--- src/rtl/commit_unit.sv ---
// commit_unit: applies ROB commits to the register file, fetch redirect and a store buffer.
// Optional COMMIT_INSTRET_EN adds a 64-bit retired-instruction counter on instret_o.
module commit_unit #(
  parameter int unsigned SB_DEPTH = 4
) (
  input  logic        clk_i,
  input  logic        rstn_i,
  input  logic        commit_valid_i,
  input  logic [31:0] commit_pc_i,
  input  logic [31:0] commit_instr_i,
  input  logic [4:0]  commit_rd_addr_i,
  input  logic [31:0] commit_result_i,
  input  logic        commit_write_enable_i,
  input  logic        commit_store_to_mem_i,
  input  logic [31:0] commit_new_pc_i,
  input  logic        commit_branch_taken_i,
  output logic        commit_ready_o,
  output logic        rf_we_o,
  output logic [4:0]  rf_waddr_o,
  output logic [31:0] rf_wdata_o,
  output logic        redirect_valid_o,
  output logic [31:0] redirect_pc_o,
  output logic        dmem_req_o,
  input  logic        dmem_gnt_i,
  output logic [31:0] dmem_addr_o,
  output logic [31:0] dmem_wdata_o,
  output logic [3:0]  dmem_be_o,
  output logic        sb_empty_o,
  output logic        misaligned_o,
  output logic [63:0] instret_o
);

  localparam int unsigned PW = $clog2(SB_DEPTH);
  localparam int unsigned CW = PW + 1;
  localparam logic [CW-1:0] DEPTH_C = CW'(SB_DEPTH);

  typedef struct packed {
    logic [31:0] addr;
    logic [31:0] wdata;
    logic [3:0]  be;
  } sb_entry_t;

  typedef enum logic {
    S_IDLE,
    S_REQ
  } state_e;

  state_e     state_q;
  state_e     state_d;
  sb_entry_t  sb_q [SB_DEPTH];
  logic [PW-1:0] head_q;
  logic [PW-1:0] tail_q;
  logic [CW-1:0] count_q;
  logic [CW-1:0] count_n;
  logic       mis_q;

  logic [2:0]  funct3;
  logic [1:0]  lo;
  logic [31:0] sdata;
  logic        is_sb;
  logic        is_sh;
  sb_entry_t   st_entry;
  sb_entry_t   head_entry;
  logic        st_mis;
  logic        st_commit;
  logic        push;
  logic        pop;

  logic unused_bits;
  assign unused_bits = ^{commit_pc_i,
                         commit_instr_i[31:15],
                         commit_instr_i[11:0]};

  assign funct3 = commit_instr_i[14:12];
  assign lo     = commit_result_i[1:0];
  assign sdata  = commit_new_pc_i;
  assign is_sb  = (funct3 == 3'b000);
  assign is_sh  = (funct3 == 3'b001);

  // Register-file write and fetch redirect straight off the commit bus
  always_comb begin
    rf_we_o          = commit_valid_i
                     & commit_write_enable_i
                     & (commit_rd_addr_i != 5'd0);
    rf_waddr_o       = commit_valid_i ? commit_rd_addr_i : 5'd0;
    rf_wdata_o       = commit_valid_i ? commit_result_i : 32'd0;
    redirect_valid_o = commit_valid_i & commit_branch_taken_i;
    redirect_pc_o    = redirect_valid_o ? commit_new_pc_i : 32'd0;
  end

  // Lane-align store data, build byte enables, flag misalignment
  always_comb begin
    st_entry      = '0;
    st_mis        = 1'b0;
    st_entry.addr = {commit_result_i[31:2], 2'b00};
    unique case (1'b1)
      is_sb: begin
        st_entry.be    = 4'b0001 << lo;
        st_entry.wdata = {4{sdata[7:0]}};
      end
      is_sh: begin
        st_entry.be    = 4'b0011 << {lo[1], 1'b0};
        st_entry.wdata = {2{sdata[15:0]}};
        st_mis         = lo[0];
      end
      default: begin
        st_entry.be    = 4'hF;
        st_entry.wdata = sdata;
        st_mis         = (lo != 2'b00);
      end
    endcase
  end

  assign commit_ready_o = (count_q < DEPTH_C);
  assign st_commit      = commit_valid_i & commit_store_to_mem_i;
  assign push           = st_commit & ~st_mis & commit_ready_o;
  assign pop            = (state_q == S_REQ) & dmem_gnt_i;

  // Occupancy after this cycle's push/pop
  always_comb begin
    count_n = count_q;
    if (push && !pop) begin
      count_n = count_q + 1'b1;
    end else if (!push && pop) begin
      count_n = count_q - 1'b1;
    end
  end

  // Store buffer storage, pointers and occupancy
  always_ff @(posedge clk_i or negedge rstn_i) begin
    if (!rstn_i) begin
      head_q  <= '0;
      tail_q  <= '0;
      count_q <= '0;
      for (int i = 0; i < int'(SB_DEPTH); i++) begin
        sb_q[i] <= '0;
      end
    end else begin
      if (push) begin
        sb_q[tail_q] <= st_entry;
        tail_q       <= tail_q + 1'b1;
      end
      if (pop) begin
        head_q <= head_q + 1'b1;
      end
      count_q <= count_n;
    end
  end

  // Drain FSM state register
  always_ff @(posedge clk_i or negedge rstn_i) begin
    if (!rstn_i) begin
      state_q <= S_IDLE;
    end else begin
      state_q <= state_d;
    end
  end

  // Drain FSM: request whenever the buffer will hold a store
  always_comb begin
    state_d = state_q;
    unique case (state_q)
      S_IDLE: begin
        if (count_n != '0) begin
          state_d = S_REQ;
        end
      end
      S_REQ: begin
        if (count_n == '0) begin
          state_d = S_IDLE;
        end
      end
      default: state_d = S_IDLE;
    endcase
  end

  assign head_entry   = sb_q[head_q];
  assign dmem_req_o   = (state_q == S_REQ);
  assign dmem_addr_o  = dmem_req_o ? head_entry.addr : 32'd0;
  assign dmem_wdata_o = dmem_req_o ? head_entry.wdata : 32'd0;
  assign dmem_be_o    = dmem_req_o ? head_entry.be : 4'd0;
  assign sb_empty_o   = (count_q == '0) & (state_q == S_IDLE);

  // One-cycle pulse for a dropped misaligned store
  always_ff @(posedge clk_i or negedge rstn_i) begin
    if (!rstn_i) begin
      mis_q <= 1'b0;
    end else begin
      mis_q <= st_commit & st_mis;
    end
  end

  assign misaligned_o = mis_q;

`ifdef COMMIT_INSTRET_EN
  logic [63:0] instret_q;

  // Retired-instruction counter, wraps naturally
  always_ff @(posedge clk_i or negedge rstn_i) begin
    if (!rstn_i) begin
      instret_q <= 64'd0;
    end else if (commit_valid_i) begin
      instret_q <= instret_q + 64'd1;
    end
  end

  assign instret_o = instret_q;
`else
  assign instret_o = 64'd0;
`endif

  store_needs_room: assert property (
    @(posedge clk_i) disable iff (!rstn_i)
    !(commit_valid_i && commit_store_to_mem_i && !commit_ready_o)
  );

endmodule

--- config.mk ---
export PLATFORM = sky130hd
export DESIGN_NAME = commit_unit
export DESIGN_NICKNAME = d
export VERILOG_FILES = /design/src/rtl/commit_unit.sv
export SDC_FILE = /design/constraint.sdc
export NUM_CORES = 1
export LEC_CHECK = 0
export ABC_AREA = 1
export CORE_ASPECT_RATIO = 0.9
export CORE_MARGIN = 2
export CORE_UTILIZATION = 35
export DETAILED_ROUTE_END_ITERATION = 8
export GPL_ROUTABILITY_DRIVEN = 0
export SLEW_MARGIN = 20
export SYNTH_ARGS = -nofsm -noshare
export SYNTH_HDL_FRONTEND = slang
export SYNTH_SLANG_ARGS = --single-unit
--- constraint.sdc ---
create_clock -name clk_i -period 2.4 [get_ports clk_i]
set_input_delay 0.72 -clock clk_i [delete_from_list [all_inputs] [get_ports clk_i]]
set_output_delay 0.72 -clock clk_i [all_outputs]
set_load 0.05 [all_outputs]
==> results of run 1 <==
repair_timing:
item                                   in CTS  in global routing
endpoints found under the hold margin       0                  0
gates cloned                               11                  3
setup buffers                               9                  4
pin swaps                                  46                 41
resized for setup                         132                103
setup endpoints to repair                 105                 86
path summary, 6_finish.rpt:
| path | slack (ns) | to | startpoint |
|---|---|---|---|
| hold reg to reg | 0.49 | sb_q[214]$_DFFE_PN0P_ | sb_q[214]$_DFFE_PN0P_ |
| hold / removal | 0.06 | sb_q[156]$_DFFE_PN0P_ | rstn_i |
| setup / recovery | -0.46 | dmem_wdata_o[22] | head_q[0]$_DFFE_PN0P_ |
| min in group clk_i | 0.49 | sb_q[214]$_DFFE_PN0P_ | sb_q[214]$_DFFE_PN0P_ |
| setup reg to reg | 0.68 | sb_q[59]$_DFFE_PN0P_ | tail_q[0]$_DFFE_PN0P_ |
| max in group asynchronous | 1.61 | sb_q[39]$_DFFE_PN0P_ | rstn_i |
metal layers:
metal / track usage (%) / share of wire (%)
met1: 29.89 / 43
met2: 36.69 / 48
met3: 4.157 / 7.4
met4: 5.221 / 1.8
met5: 0 / 0
cells by family (layout without fill, tap and decap cells):
| kind of cell | after synthesis | after routing | share of synthesized area [%] |
|---|---|---|---|
| buf+inv | 420 | 643 | 13.54 |
| simple gates | 507 | 507 | 13.90 |
| xor+xnor | 3 | 3 | 0.1879 |
| other cells | 1 | 66 | 0.02682 |
| fa+ha+maj | 7 | 7 | 0.6263 |
| flops | 273 | 273 | 48.85 |
| compound gates | 625 | 625 | 22.87 |
placed cells by master, fill, tap and decap left out, drive strengths merged:
cell and n:
bufinv 2, dlymetal6s2s 3, dlygate4sd2 5, o21a 16, a21oi 200, clkinvlp 3, dfrtp 273, ha 7
o221ai 8, clkdlybuf4s15 1, bufbuf 6, nand2 451, clkinv 6, nand4 1, buf 274, xor2 3
nor2 48, clkbuf 51, clkdlybuf4s50 69, o21ai 401, nand3 6, conb 66, inv 223, nor3 1
cell type report:
| class | count | area (sq um) | area share [%] |
|---|---|---|---|
| Clock buffer | 46 | 962.2 | 4.588 |
| Clock inverter | 10 | 111.4 | 0.5310 |
| Inverter | 223 | 862.1 | 4.111 |
| Multi-Input combinational cell | 1208 | 6128 | 29.22 |
| Sequential cell | 273 | 6840 | 32.62 |
| Tap cell | 532 | 665.6 | 3.174 |
| Timing Repair Buffer | 363 | 5394 | 25.72 |
| Timing Repair inverter | 1 | 6.256 | 0.02983 |
flip-flops by register name, indices dropped and copies added (netlist names):
signal	cells
dmem_req_o	1
misaligned_o	1
count_q	3
tail_q	2
sb_q	264
head_q	2
where the power goes:
part / internal, uW / total, uW / switching [uW] / leakage [uW]
Clock: 2970 / 4900 / 1930 / 0.000527
Combinational: 7930 / 19000 / 11100 / 0.00620
Sequential: 6820 / 7720 / 901 / 0.00326
Total: 17700 / 31600 / 13900 / 0.00998
through the flow:
stage               instance area [sq um]  worst slack (ns)  hold WS (ns)  std cells  TNS, ns
finish                              20970           -0.4593       0.05884       2656   -24.55
global route                        20970           -0.5237       0.07857       2656   -29.04
CTS                                 20600           -0.4509       0.07042       2650   -25.15
detailed placement                  18840           -0.2164        0.4760       2574   -36.68
global placement                    18840           -0.1964        0.4683       2574   -29.01
floorplan                           14420           -0.2835        0.4244       1901   -10.03
worst max-delay path, delay by kind of cell, from the launching register on:
family	cells	cell delay, ns
compound gates	3	0.50
flops	1	0.56
buf+inv	3	0.51
==> results.yml, run 1 <==
status:
  status: "complete, but fails checks"
  violations: "setup timing"
detailed_routing:
  drt_iter0_drc: 1087
  dr.pass1.iters: 6
  drc: 0
  wl_per_cell_um: 17.91
  totalWireLength_um: 47560
  final_antenna_net_count: 0
  avgViaCountPerCell: 5.044
  via_count: 13400
layout:
  syn_to_final_growth_pct: 49.95
  insertedDiodeCount: 0
  final_layout_size_suffix_gt1_share_pct: 23.31
  post-route-util_pct: 53.15
  nets: 2248
  fillers: 3601
synthesis:
  synth_area_per_cell_sq_um: 7.617
  yosys.area.top_type: "dfrtp_1"
  synth.most_common_cell: "nand2_1"
  synthTopCellsByCount: "nand2_1, o21ai_0, dfrtp_1, inv_1, a21oi_1"
  synth_cells: 1836
  syn_area_sq_um: 13980
  synth-edff-count: 0
  synth.distinct_cells: 22
  async_flop_share_pct: 100.0
  synth-main-ff-cell: "dfrtp_1"
  ys_seq_elements: 273
  synth_top_area_share_pct: 48.85
  synthTopCellsByArea: "dfrtp_1, o21ai_0, nand2_1, a21oi_1, inv_1"
  yosys_warnings: 0
  seq_area_frac_synth_pct: 48.85
place:
  portBuffers: 219
  dp_hpwl_um: 27860
floorplanning:
  die_area_sq_um: 41570
  ioPinCount: 347
  dieHeight_um: 193.6
  initial_utilization_pct: 35.45
  rows: 69
  die_w_um: 214.7
  fp.coreArea_sq_um: 39450
clocking:
  cts.reportedPaths.clkPinSlew_ns: 0.06
  cts_hold_buf: 0
  cts_max_level: 1
  clock-sinks: 273
  clk_latency_ns: 0.56
  clockRootBuffer: "clkbuf_16"
  cts_buffers: 31
  cts_tree: "yes"
  cts_max_path_buffers: 3
power_and_ir_drop:
  power_leakage_uw: 0.009985
  fin_total_pwr_uw: 31640
  powerDensity_nw_per_um2: 1509
  ir_worst_vdd_mv: 0.8191
critical_path:
  crit_chain: "buf_12 > buf_8 > a21oi_1 > o21ai_1 > a21oi_2 > buf_12"
  cp_common_cell: "buf_12"
  critical-path-max-stage-delay_ns: 0.56
  cp_max_fo: 9
  timing_worst_setup_path_type: "register to output pin"
  cpMaxStageDelayCell: "dfrtp_4"
  cp-end-kind: "output pin"
  start_kind: "register"
  required_ns: 1.68
  crit_arrival_ns: 2.14
  rr_worst_depth: 6
timing:
  setup_violations: 66
  drv_slew: 0
  fin_crit_sh_pct: 119.1
  slew_headroom_pct: 60.08
  rsz0062_at_grt: "yes"
  finalHoldViolations: 0
  worstMarginPinSlew_ns: 0.5979
  setup_slack_ns: -0.4593
  period_needed_ns: 2.859
  skew_ns: 0.01228
  fmax_mhz: 349.7
global_route:
  antenna_found_initial: 0
  grt_max_degree: 74
  grt_pass1_vias: 13170
  grt_pass1_wl_um: 73510
  track_usage_pct: 22.09
  grt_overflow: 0
flow_run:
  max-cap-violations: 0
min_path:
  min_path_type: "input port to asynchronous set/reset pin"
(Power assumes the default switching activity.)
==> inputs of run 2 (changes only) <==
Settings changed: CORE_ASPECT_RATIO 0.9 to 1.25, PLACE_DENSITY set to 0.6.
==> run 2 against run 1 <==
The run still ends with setup timing left; count of clock-buffer cells in the layout fell by 6; cell area rose by 0.81%; die area barely moved; critical endpoint is now dmem_addr_o[19]; critical path depth up 2; power rose by 0.54%.
==> results.yml, run 2 (synthesized netlist as in run 1, its figures left out) <==
place:
  portBuffers: 219
  dp_hpwl_um: 28880
  dp_worst_setup_slack_ns: -0.4556
  placed_cells: 2570
critical_path:
  cp_max_fo: 9
  crit_arrival_ns: 2.12
  timing_worst_setup_path_type: "register to output pin"
  required_ns: 1.68
  cp-end-kind: "output pin"
  start_kind: "register"
clocking:
  clockRootBuffer: "clkbuf_16"
  clock-sinks: 273
  cts_tree: "yes"
  clk_latency_ns: 0.55
  cts_max_path_buffers: 3
  cts_buffers: 29
  cts.reportedPaths.clkPinSlew_ns: 0.06
  cts_max_level: 1
detailed_routing:
  avgViaCountPerCell: 5.056
  wl_per_cell_um: 17.29
  dr.pass1.iters: 5
  drt_iter0_drc: 1142
  via_count: 13350
  totalWireLength_um: 45630
  drc: 0
  final_antenna_net_count: 0
power_and_ir_drop:
  power_leakage_uw: 0.01003
  fin_total_pwr_uw: 31810
  powerDensity_nw_per_um2: 1505
  ir_worst_vdd_mv: 0.7920
layout:
  final_cells: 2640
  nets: 2267
  final_common_cell: "nand2_1"
  final_cell_mix: "nand2_1, dfrtp_1, o21ai_0"
  reg_top3: "sb_q: 264 flops, count_q: 3 flops"
  final_layout_size_suffix_gt1_share_pct: 24.56
  syn_to_final_growth_pct: 51.17
  post-route-util_pct: 53.76
  insertedDiodeCount: 0
  top_register: "sb_q"
  largest_reg_flops: 264
floorplanning:
  fp.coreArea_sq_um: 39320
  dieHeight_um: 227.5
  ioPinCount: 347
  die_area_sq_um: 41580
  rows: 81
  initial_utilization_pct: 35.56
  die_w_um: 182.8
timing:
  drv_slew: 0
  slew_headroom_pct: 50.93
  fin_crit_sh_pct: 118.3
  skew_ns: 0.01020
  whs_ns: 0.4870
  period_needed_ns: 2.839
  setup_slack_ns: -0.4386
  setup_violations: 66
  fmax_mhz: 352.3
  rsz0062_at_grt: "yes"
  finalHoldViolations: 0
  worstMarginPinSlew_ns: 0.7283
status:
  violations: "setup timing"
  status: "complete, but fails checks"
global_route:
  track_usage_pct: 21.49
  grt_max_degree: 80
  grt_pass1_wl_um: 71500
  grt_overflow: 0
  antenna_found_initial: 0
  grt_pass1_vias: 13160
min_path:
  min_path_type: "register to register"
flow_run:
  max-cap-violations: 0
## run 2: routing by layer
| metal | share of wire, % | vias up | GRT usage (%) |
|---|---|---|---|
| met2 | 49 | 566 | 37.26 |
| li1 | - | 6328 | - |
| met5 | 0 | - | 0 |
| met4 | 2.3 | 0 | 5.677 |
| met3 | 6.4 | 68 | 2.656 |
| met1 | 42 | 6385 | 28.53 |
## run 2: through the flow
step	TNS (ns)	area (sq um)
floorplan	-10.03	14420
global placement	-55.08	19190
detailed placement	-63.82	19190
CTS	-23.32	20720
global route	-27.78	21140
finish	-23.62	21140
## run 2: path summary, 6_finish.rpt
| kind | start | to | slack [ns] | depth (start not counted) |
|---|---|---|---|---|
| max | head_q[0]$_DFFE_PN0P_ | dmem_addr_o[19] | -0.44 | 8 |
| max reg2reg | tail_q[0]$_DFFE_PN0P_ | sb_q[238]$_DFFE_PN0P_ | 0.60 | 6 |
| max in group asynchronous | rstn_i | sb_q[18]$_DFFE_PN0P_ | 1.10 | 3 |
| min in group asynchronous | rstn_i | sb_q[189]$_DFFE_PN0P_ | 0.60 | 2 |
| min | sb_q[212]$_DFFE_PN0P_ | sb_q[212]$_DFFE_PN0P_ | 0.49 | 1 |
| min reg2reg | sb_q[212]$_DFFE_PN0P_ | sb_q[212]$_DFFE_PN0P_ | 0.49 | 1 |
## run 2: power breakdown
group	leakage, uW	internal [uW]	switching (uW)
Combinational	0.00627	8120	11100
Sequential	0.00326	6810	918
Clock	0.000501	2920	1910
Total	0.0100	17800	14000
## run 2: critical path, stage by stage (launching register included)
cell	delay [ns]
dfrtp_4	0.47
buf_12	0.16
inv_12	0.06
buf_12	0.14
buf_12	0.14
a21oi_2	0.11
o21ai_1	0.08
a21oi_2	0.22
buf_12	0.17
## run 2: cell type report
cell class | instances | area [sq um]
timing repair inverter | 2 | 25.02
clock buffer | 40 | 817.0
fill | 3496 | 18180
sequential | 273 | 6837
tap | 498 | 623.1
timing repair buffer | 383 | 5608
inverter | 223 | 857.1
clock inverter | 13 | 202.7
multi-input combinational | 1208 | 6171
## run 2: repair_timing
item / CTS / global route
hold buffers: 1 / 0
setup endpoints to repair: 102 / 89
pin swaps: 50 / 48
hold endpoints to repair: 1 / 0
buffers inserted: 6 / 0
gates cloned: 6 / 5
gates resized for setup: 167 / 94
==> edit: new RTL, flow settings as in run 2 <==
The parameter `SB_DEPTH` goes from 4 to 8.
--- a/src/rtl/commit_unit.sv
+++ b/src/rtl/commit_unit.sv
@@ -1,7 +1,7 @@
 // commit_unit: applies ROB commits to the register file, fetch redirect and a store buffer.
 // Optional COMMIT_INSTRET_EN adds a 64-bit retired-instruction counter on instret_o.
 module commit_unit #(
-  parameter int unsigned SB_DEPTH = 4
+  parameter int unsigned SB_DEPTH = 8
 ) (
   input  logic        clk_i,
   input  logic        rstn_i,
Check against the original RTL: not settled (the Yosys comparison gave no result); the edit may change what the design does.
==> edit against run 2 <==
The run still ends with negative setup slack left; worst setup slack got worse by 290 ps; power is 67% higher; non-clock buffer count rose by 191; sequential cell count up 267; final area grew 74%; routed wire length is 76% higher; area after synthesis is 83% higher.
==> edit: results <==
[run_status]
run_status = "finished, violations left"
violations = "negative setup slack"

[finish]
drive_above_1_share_pct = 23.0
layout.nets = 3715
utilization_pct = 51.0
largestRegisters = "sb_q: 528 flops, count_q: 4 flops"

[sta]
finClkSkew_ps = 31.2
setup_viol = 67
fin_ws_ps = -729
max_slew.worst_pin.slew_ps = 581

[worst_setup_path]
cp_max_fo = 7
arrival_ps = 2410
r2r_end = "sb_q[255]"
rrSetupSlack_ps = 550
r2r_start = "count_q[3]"
r2r_cells = 9

[global_route]
grt_pass1_vias = 21984
use_met1_pct = 26.9
grt_pass1_wl_um = 123000
gr-usage-all-layers_pct = 20.7
grt_util_met3_pct = 3.13
met2_usage_pct = 35.3

[clocking]
ctsHoldBuffers = 1
cts_made_buffers = 56
clock_latency_ps = 640
ctsResizeCount = 100
cts_max_level = 2

[drt]
dr_wl_met3_um = 4000
met1Wirelength_um = 34000
drt_wl_total_um = 80400
via_count = 22849
routed-wl-met2_um = 40200
first_iter_violations = 1752

[power_and_ir_drop]
ir_worst_vdd_v = 0.00102
static-leakage-power_nw = 17.0

[yosys]
yosys_warnings = 0
yosysUniqueCellTypes = 27
synth_area_leaders = "dfrtp_1, o21ai_0, nand2_1"
yosysSeqAreaShare_pct = 52.9

[hold_path]
min_to = "sb_q[113]"
worstHoldStart = "sb_q[113]"
hold_depth = 2

[placed_design]
place_ws_ps = -624
post-dp-hpwl_um = 52400
-- edit: through the flow --
step	setup TNS (ps)	area, sq um	std cells	hold slack, ps
final	-43150	36800	4570	480
after global routing	-49660	36800	4570	497
after CTS	-46360	35800	4543	483
after detailed placement	-194250	33500	4429	468
after global placement	-186880	33500	4429	460
after floorplan	-1410	26900	3234	424
-- edit: how the worst max path moves through the flow --
stage,depth (start not counted),endpoint,slack (ps),from
floorplan,10,dmem_addr_o[15],-50,head_q[0]
global placement,11,sb_q[506],-600,commit_instr_i[14]
detailed placement,11,sb_q[302],-620,commit_instr_i[14]
CTS,7,dmem_addr_o[8],-770,head_q[0]
global route,8,dmem_be_o[0],-830,head_q[0]
finish,10,dmem_wdata_o[21],-730,head_q[0]
-- edit: area by class of cell --
| class | count | area [sq um] |
|---|---|---|
| fillers | 6621 | 35300 |
| flip-flops and latches | 540 | 13500 |
| multi-input cells | 2115 | 11300 |
| repair buffers | 574 | 7650 |
| clock buffers | 78 | 1620 |
| well taps | 952 | 1190 |
| inverters | 282 | 1090 |
| clock inverters | 28 | 389 |
| repair inverters | 1 | 8.76 |
-- edit: cells by family after synthesis --
logic type / share of synthesized area (%)
DFF: 52.9
xor gates and xnor gates: 0.240
and+or+nand+nor: 13.2
buffers and inverters: 10.2
AOI/OAI and AO/OA: 23.2
other: 0.0147
adders and majority gates: 0.245
-- edit: critical path, stage by stage, from the launching register on --
cell      delay, ps
dfrtp_4         510
clkinv_8        130
buf_12          160
buf_12          140
a21oi_2         120
o21ai_1          80
o21ai_1          70
o21ai_1          90
buf_4           160
a31oi_4         160
buf_12          160
-- edit: power by group --
group          switching, mW  internal, mW  total [mW]
clock                   3.86          5.61        9.46
combinational           16.7          13.0        29.7
sequential              1.61          12.5        14.1
